--- config.mk ---
export PLATFORM = sky130hd
export DESIGN_NAME = cp0_regfile
export DESIGN_NICKNAME = d
export VERILOG_FILES = /design/src/rtl/cp0_regfile.sv
export SDC_FILE = /design/constraint.sdc
export NUM_CORES = 1
export LEC_CHECK = 0
export ABC_AREA = 1
export CAP_MARGIN = 15
export CORE_MARGIN = 2
export CORE_UTILIZATION = 46
export CTS_BUF_LIST = sky130_fd_sc_hd__clkbuf_8
export DETAILED_ROUTE_END_ITERATION = 7
export PLACE_DENSITY = 0.83
export SLEW_MARGIN = 25
export SYNTH_ARGS = -nofsm -noshare
export SYNTH_HDL_FRONTEND = slang
export SYNTH_SLANG_ARGS = --single-unit
--- constraint.sdc ---
create_clock -name clk -period 2.35 [get_ports clk]
set_input_delay 0.3525 -clock clk [delete_from_list [all_inputs] [get_ports clk]]
set_output_delay 0.3525 -clock clk [all_outputs]
set_load 0.01 [all_outputs]
--- src/rtl/cp0_regfile.sv ---
// cp0_regfile: MIPS32 coprocessor-0 register file.
// Holds Status/Cause/EPC/BadVAddr and the Count/Compare timer, services MTC0/MFC0,
// and applies exception entry / ERET updates supplied by the exception unit.
module cp0_regfile #(
    parameter logic [31:0] PRID_VAL   = 32'h0000_4220,
    parameter logic [31:0] CONFIG_VAL = 32'h0000_8000,
    parameter logic [31:0] STATUS_RST = 32'h0040_0000
) (
    input  logic        clk,
    input  logic        rst,
    input  logic        we,
    input  logic [4:0]  waddr,
    input  logic [4:0]  raddr,
    input  logic [31:0] wdata,
    input  logic [5:0]  int_i,
    input  logic [31:0] excepttype,
    input  logic [31:0] pc,
    input  logic        is_in_delayslot,
    input  logic [31:0] badramaddr,
    output logic [31:0] rdata,
    output logic [31:0] status_o,
    output logic [31:0] cause_o,
    output logic [31:0] epc_o,
    output logic [31:0] count_o,
    output logic [31:0] compare_o,
    output logic [31:0] badvaddr_o,
    output logic        timer_int_o
);

    localparam logic [4:0] REG_BADVADDR = 5'd8;
    localparam logic [4:0] REG_COUNT    = 5'd9;
    localparam logic [4:0] REG_COMPARE  = 5'd11;
    localparam logic [4:0] REG_STATUS   = 5'd12;
    localparam logic [4:0] REG_CAUSE    = 5'd13;
    localparam logic [4:0] REG_EPC      = 5'd14;
    localparam logic [4:0] REG_PRID     = 5'd15;
    localparam logic [4:0] REG_CONFIG   = 5'd16;

    localparam logic [31:0] EXC_ERET = 32'h0000_000e;

    logic [31:0] status_q,   status_d;
    logic [31:0] cause_q,    cause_d;
    logic [31:0] epc_q,      epc_d;
    logic [31:0] count_q,    count_d;
    logic [31:0] compare_q,  compare_d;
    logic [31:0] badvaddr_q, badvaddr_d;
    logic        timer_int_q, timer_int_d;
    logic        tick_q,      tick_d;

    logic        exc_entry;
    logic        exc_eret;
    logic        exc_addr;
    logic [4:0]  exc_code;

    // Decode the exception-unit code into entry/ERET strobes and the Cause.ExcCode value.
    always_comb begin
        exc_entry = 1'b1;
        exc_addr  = 1'b0;
        exc_code  = 5'h00;
        case (excepttype)
            32'h0000_0001: exc_code = 5'h00;
            32'h0000_0004: begin exc_code = 5'h04; exc_addr = 1'b1; end
            32'h0000_0005: begin exc_code = 5'h05; exc_addr = 1'b1; end
            32'h0000_0008: exc_code = 5'h08;
            32'h0000_0009: exc_code = 5'h09;
            32'h0000_000a: exc_code = 5'h0a;
            32'h0000_000c: exc_code = 5'h0c;
            default:       exc_entry = 1'b0;
        endcase
        exc_eret = (excepttype == EXC_ERET);
    end

    // Next-state: timer, MTC0 writes, then exception/ERET updates which override MTC0.
    always_comb begin
        // NOTE: every _d gets a default first so no path leaves it unassigned (no latch).
        status_d    = status_q;
        cause_d     = cause_q;
        epc_d       = epc_q;
        compare_d   = compare_q;
        badvaddr_d  = badvaddr_q;
        timer_int_d = timer_int_q;
        tick_d      = ~tick_q;
        count_d     = tick_q ? count_q + 32'd1 : count_q;

        if (we) begin
            case (waddr)
                REG_COUNT: begin
                    count_d = wdata;
                    tick_d  = 1'b0;
                end
                REG_COMPARE: compare_d = wdata;
                REG_STATUS: begin
                    status_d[15:8] = wdata[15:8];
                    status_d[1:0]  = wdata[1:0];
                end
                REG_CAUSE:   cause_d[9:8] = wdata[9:8];
                REG_EPC:     epc_d = wdata;
                default: ;
            endcase
        end

        // Sticky timer match against the value Count is about to take; a Compare write clears it.
        if ((compare_q != 32'd0) && (count_d == compare_q)) begin
            timer_int_d = 1'b1;
        end
        if (we && (waddr == REG_COMPARE)) begin
            timer_int_d = 1'b0;
        end

        if (exc_entry) begin
            // A nested exception (EXL already set) must not clobber the original return point.
            if (!status_q[1]) begin
                epc_d     = is_in_delayslot ? pc - 32'd4 : pc;
                cause_d[31] = is_in_delayslot;
            end
            status_d[1]   = 1'b1;
            cause_d[6:2]  = exc_code;
            if (exc_addr) begin
                badvaddr_d = badramaddr;
            end
        end else if (exc_eret) begin
            status_d[1] = 1'b0;
        end

        // Hardware interrupt pending bits track the lines every cycle; timer shares IP7.
        cause_d[15:10] = {int_i[5] | timer_int_q, int_i[4:0]};
    end

    // State registers with synchronous reset.
    always_ff @(posedge clk) begin
        if (rst) begin
            status_q    <= STATUS_RST;
            cause_q     <= 32'd0;
            epc_q       <= 32'd0;
            count_q     <= 32'd0;
            compare_q   <= 32'd0;
            badvaddr_q  <= 32'd0;
            timer_int_q <= 1'b0;
            tick_q      <= 1'b0;
        end else begin
            // NOTE: non-blocking so every register samples the pre-edge _d values together.
            status_q    <= status_d;
            cause_q     <= cause_d;
            epc_q       <= epc_d;
            count_q     <= count_d;
            compare_q   <= compare_d;
            badvaddr_q  <= badvaddr_d;
            timer_int_q <= timer_int_d;
            tick_q      <= tick_d;
        end
    end

    // MFC0 read mux from registered state; no bypass of a same-cycle write.
    always_comb begin
        rdata = 32'd0;
        case (raddr)
            REG_BADVADDR: rdata = badvaddr_q;
            REG_COUNT:    rdata = count_q;
            REG_COMPARE:  rdata = compare_q;
            REG_STATUS:   rdata = status_q;
            REG_CAUSE:    rdata = cause_q;
            REG_EPC:      rdata = epc_q;
            REG_PRID:     rdata = PRID_VAL;
            REG_CONFIG:   rdata = CONFIG_VAL;
            default:      rdata = 32'd0;
        endcase
    end

    assign status_o    = status_q;
    assign cause_o     = cause_q;
    assign epc_o       = epc_q;
    assign count_o     = count_q;
    assign compare_o   = compare_q;
    assign badvaddr_o  = badvaddr_q;
    assign timer_int_o = timer_int_q;

endmodule

==> results.txt <==
* Reg-to-reg startpoint: count_o[10]
* Area Growth Syn to Fin: 50.7%
- A synthesized cell averages ~6.3 um^2.
- The synthesized netlist occupies a cell area of 0.00979 mm^2.
- Pin count of the biggest net entering global routing: 64
- Post-layout min period: 2.32 ns
* Number of endpoints failing setup at the final stage: 0
- Area of the placeable core: 0.0210 mm^2
- Setup skew after layout: 0.0125 ns
* Overall fraction of global-route tracks in use: 36.4%
- Input and output buffers added on the ports amount to 331.
* Leading cell type in the layout, fill and taps excluded: sky130_fd_sc_hd__nand2_1
- CP Launch Point: raddr[4]
* Post-DR wirelength/cell: 18.5 um
- The netlist uses 55 different library cells.
- Leaving out fill and tap cells, the most frequent cells in the layout are sky130_fd_sc_hd__nand2_1, sky130_fd_sc_hd__clkdlybuf4s50_1, sky130_fd_sc_hd__nor2_1.
* Switching power of the nets: between 1.5 and 2 mW
- Required time of the critical path: roughly 2.0 ns
- Count of TritonRoute iterations in the first routing pass: 5
- The first global-routing pass estimated 62600 um of wire.
* DRC violation count after routing: 0
- Maximum count of clock buffers along a single path: 2
* TritonCTS sink count: 153
- Logic gate share of total power: approximately 16%
* Gr ovfl total: 0
* Iter 0 DRT Violations: 1519
- The setup check on the worst reg-to-reg path leaves a slack of 0.15 ns.
- In this run the critical register-to-register path is captured at timer_int_o.
- Number of synthesized flops with an enable pin: 0
* Count of yosys warnings during synthesis: 0
* Share of flip-flops with an asynchronous set or reset after synthesis: 0%
* Number of flip-flops and latches in the synthesized netlist: about 150
* Hold violation total from the final report: 0
* Max-Cap Viols: 0
- In this run the remaining antenna-violating nets after routing total 0.
- For this design the static power due to leakage is 6.31 nW.
- STA classifies the critical path startpoint as a primary input.
* Mapped Cells: 1560
* Critical path capture point type: primary output
- Total number of nets in the final design: 2138
* Path class of the lowest-slack min-delay path: in2reg
- Clock-pin slew of the registers on the worst-case setup and hold paths: approximately 0.09 ns
- Max rail drop VDD: 0.336 mV
- Slew at the pin closest to its max-slew limit: 0.630 ns
- In this run the count of I/O pins placed on the die edge is roughly 370.
* Number of antenna violations at the first check in global routing: 1
* Die outline height: 150 um
- Capturing instance or port of the critical path: rdata[23]
- After routing, the total negative slack on setup checks comes to 0 ns.
- Setup repair after global routing could not meet its margin everywhere.
* Peak clock frequency supported by timing: ~0.43 GHz
- Worst endpoint data arrival time: 1.96 ns
- In the synthesized netlist the dominant register cell turns out to be sky130_fd_sc_hd__dfxtp_1.
* Tightest slew margin relative to the limit: 57.6%
- Fraction of layout instances using a drive strength above 1: 14.6%
* Total power density per cell area: 383 mW/mm^2
* Final RePlAce weighted congestion: 1.01
- Relative contribution of sequential cells to total power: 47.2%
- Buffer type at the clock tree root: sky130_fd_sc_hd__clkbuf_8
* Worst-Skew Late Latency: 0.47 ns
* Number of placement rows: 53
* Vias after detailed routing: 12500
- Sw frac: 28.8%
- Vias in the first global route: 11200
* Relative contribution of the clock network to total power: 37.0%
- Highest net fanout along the worst path: 10
- Final critical-path share of the clock period: 98.6%
* Final count of pins violating max slew: 0
* Detailed Route WL: between 40000 and 50000 um
* Final core utilization: 70.4%
- TritonCTS built the clock tree.
- The HPWL after detailed placement is 33400 um.
- For this configuration, the core starts out at a cell density of 46.7%.
- The internal power of the cells totals 4.02 mW.
* CTS H-tree lvls: 4
- Kind of critical path: in2out
- In this run the horizontal extent of the chip is 150 um.
- Outcome: completed
- TritonCTS buffer count: 17
- The worst register-to-register path has a depth of 14.
* Share of the yosys chip area belonging to registers: 31.3%
- The die covers 0.0225 mm^2.
- Via/cell ratio: 5.49
worst min-delay path by stage:
stage | startpoint | to | cells after the start | slack (ns)
3_3_place_gp | cause_o[2] | cause_o[2] | 2 | 0.49
3_5_place_dp | cause_o[3] | cause_o[3] | 2 | 0.49
4_1_cts | rst | cause_o[5] | 2 | 0.12
2_1_floorplan | int_i[0] | cause_o[10] | 2 | 0.46
5_1_grt | rst | cause_o[5] | 2 | 0.12
6_report | rst | cause_o[5] | 2 | 0.13
Yosys cell counts, types with 2 or more instances:
master                      number  share of area, %
sky130_fd_sc_hd__a21oi_1        81               4.1
sky130_fd_sc_hd__nand4_1        17               1.1
sky130_fd_sc_hd__nor2_2          6              0.38
sky130_fd_sc_hd__o21bai_1        2              0.15
sky130_fd_sc_hd__clkbuf_1       46               1.8
sky130_fd_sc_hd__xnor2_1         8              0.72
sky130_fd_sc_hd__clkinv_1        2             0.077
sky130_fd_sc_hd__buf_2           8              0.41
sky130_fd_sc_hd__o2111ai_1      23               2.1
sky130_fd_sc_hd__nor2_1        245               9.4
sky130_fd_sc_hd__nand3_2         7              0.72
sky130_fd_sc_hd__nor2_4         10               1.2
sky130_fd_sc_hd__a22oi_1        14               1.1
sky130_fd_sc_hd__o211ai_1        4              0.31
sky130_fd_sc_hd__nand2_2         6              0.38
sky130_fd_sc_hd__nand2_4         3              0.35
sky130_fd_sc_hd__o21ai_0       121               6.2
sky130_fd_sc_hd__nor3_1         18              0.92
sky130_fd_sc_hd__xor2_1         16               1.4
sky130_fd_sc_hd__ha_1            2              0.26
sky130_fd_sc_hd__nor2_8          2              0.41
sky130_fd_sc_hd__inv_1         148               5.7
sky130_fd_sc_hd__a211oi_1        3              0.23
sky130_fd_sc_hd__o21ai_1        18              0.92
sky130_fd_sc_hd__conb_1          2             0.077
sky130_fd_sc_hd__nand2_1       382                15
sky130_fd_sc_hd__nor3_2          2              0.20
sky130_fd_sc_hd__buf_6           2              0.23
sky130_fd_sc_hd__mux2i_1         4              0.41
sky130_fd_sc_hd__nand3b_1        8              0.61
sky130_fd_sc_hd__dfxtp_1       153                31
sky130_fd_sc_hd__inv_2           6              0.23
sky130_fd_sc_hd__or2_2           2              0.13
sky130_fd_sc_hd__nor4_1         11              0.70
sky130_fd_sc_hd__a221oi_1        8              0.72
sky130_fd_sc_hd__buf_1           3              0.12
sky130_fd_sc_hd__buf_4          44               3.4
sky130_fd_sc_hd__nand3_1       106               5.4
logic make-up (layout without fill, tap and decap cells):
family | after synthesis | in the layout | synth area share [%]
AOI/OAI and AO/OA | 285 | 285 | 16.8
muxes | 4 | 4 | 0.409
xor gates and xnor gates | 24 | 24 | 2.15
and+or+nand+nor | 830 | 830 | 37.0
adders and majority gates | 2 | 2 | 0.256
DFF | 153 | 153 | 31.3
other | 2 | 44 | 0.0767
buffers and inverters | 260 | 662 | 11.9
through the flow:
step	hold slack (ns)	cells	setup WS, ns	cell area (um^2)	power [mW]
CTS	0.116	2275	0.0195	14700	5.61
detailed placement	0.492	2236	-0.598	14200	3.58
floorplan	0.459	1599	0.385	9930	3.08
finish	0.126	2279	0.0330	14800	5.65
global placement	0.493	2236	-0.564	14200	3.57
global route	0.121	2276	-0.0421	14700	5.82
state kept, by name, indices dropped and copies added (netlist names):
register and count:
epc_o 32, compare_o 32, tick_q 1, count_o 32, timer_int_o 1, cause_o 13
status_o 10, badvaddr_o 32
per-layer routing:
metal	up-vias	track usage, %	wire length, um
li1	5895	-	-
met1	5722	49.9	17100
met2	789	56.4	18800
met3	101	7.87	4930
met4	0	12.9	1390
met5	-	0	0
timing repair:
item,CTS,global route
buffers inserted,6,1
hold buffers,0,0
setup endpoints to repair,32,9
gates cloned,1,0
resized for setup,127,33
pin swaps,4,9
power groups by stage:
stage          Sequential (mW)  Clock, mW  Combinational (mW)
2_1_floorplan             2.72          0               0.354
3_3_place_gp              2.72          0               0.843
3_5_place_dp              2.72          0               0.854
4_1_cts                   2.66       2.08               0.867
5_1_grt                   2.67       2.20               0.953
6_report                  2.67       2.09               0.889
critical path, stage by stage:
cell and delay, ns:
sky130_fd_sc_hd__dlygate4sd2_1 0.27, sky130_fd_sc_hd__nor3_4 0.24, sky130_fd_sc_hd__inv_2 0.10, sky130_fd_sc_hd__buf_6 0.13
sky130_fd_sc_hd__nor2_4 0.13, sky130_fd_sc_hd__buf_4 0.15, sky130_fd_sc_hd__buf_12 0.12, sky130_fd_sc_hd__nand2_1 0.06
sky130_fd_sc_hd__o2111ai_1 0.11, sky130_fd_sc_hd__dlygate4sd2_1 0.30
cell type report:
class	instances	area (um^2)
inverter	157	592
clock buffer	17	234
multi-input combinational	1186	5890
sequential	153	3070
fill	1785	6200
timing repair buffer	473	4450
clock inverter	15	164
tap	275	344
antenna	3	7.51
Note: power is estimated with default switching activity, not from simulation.
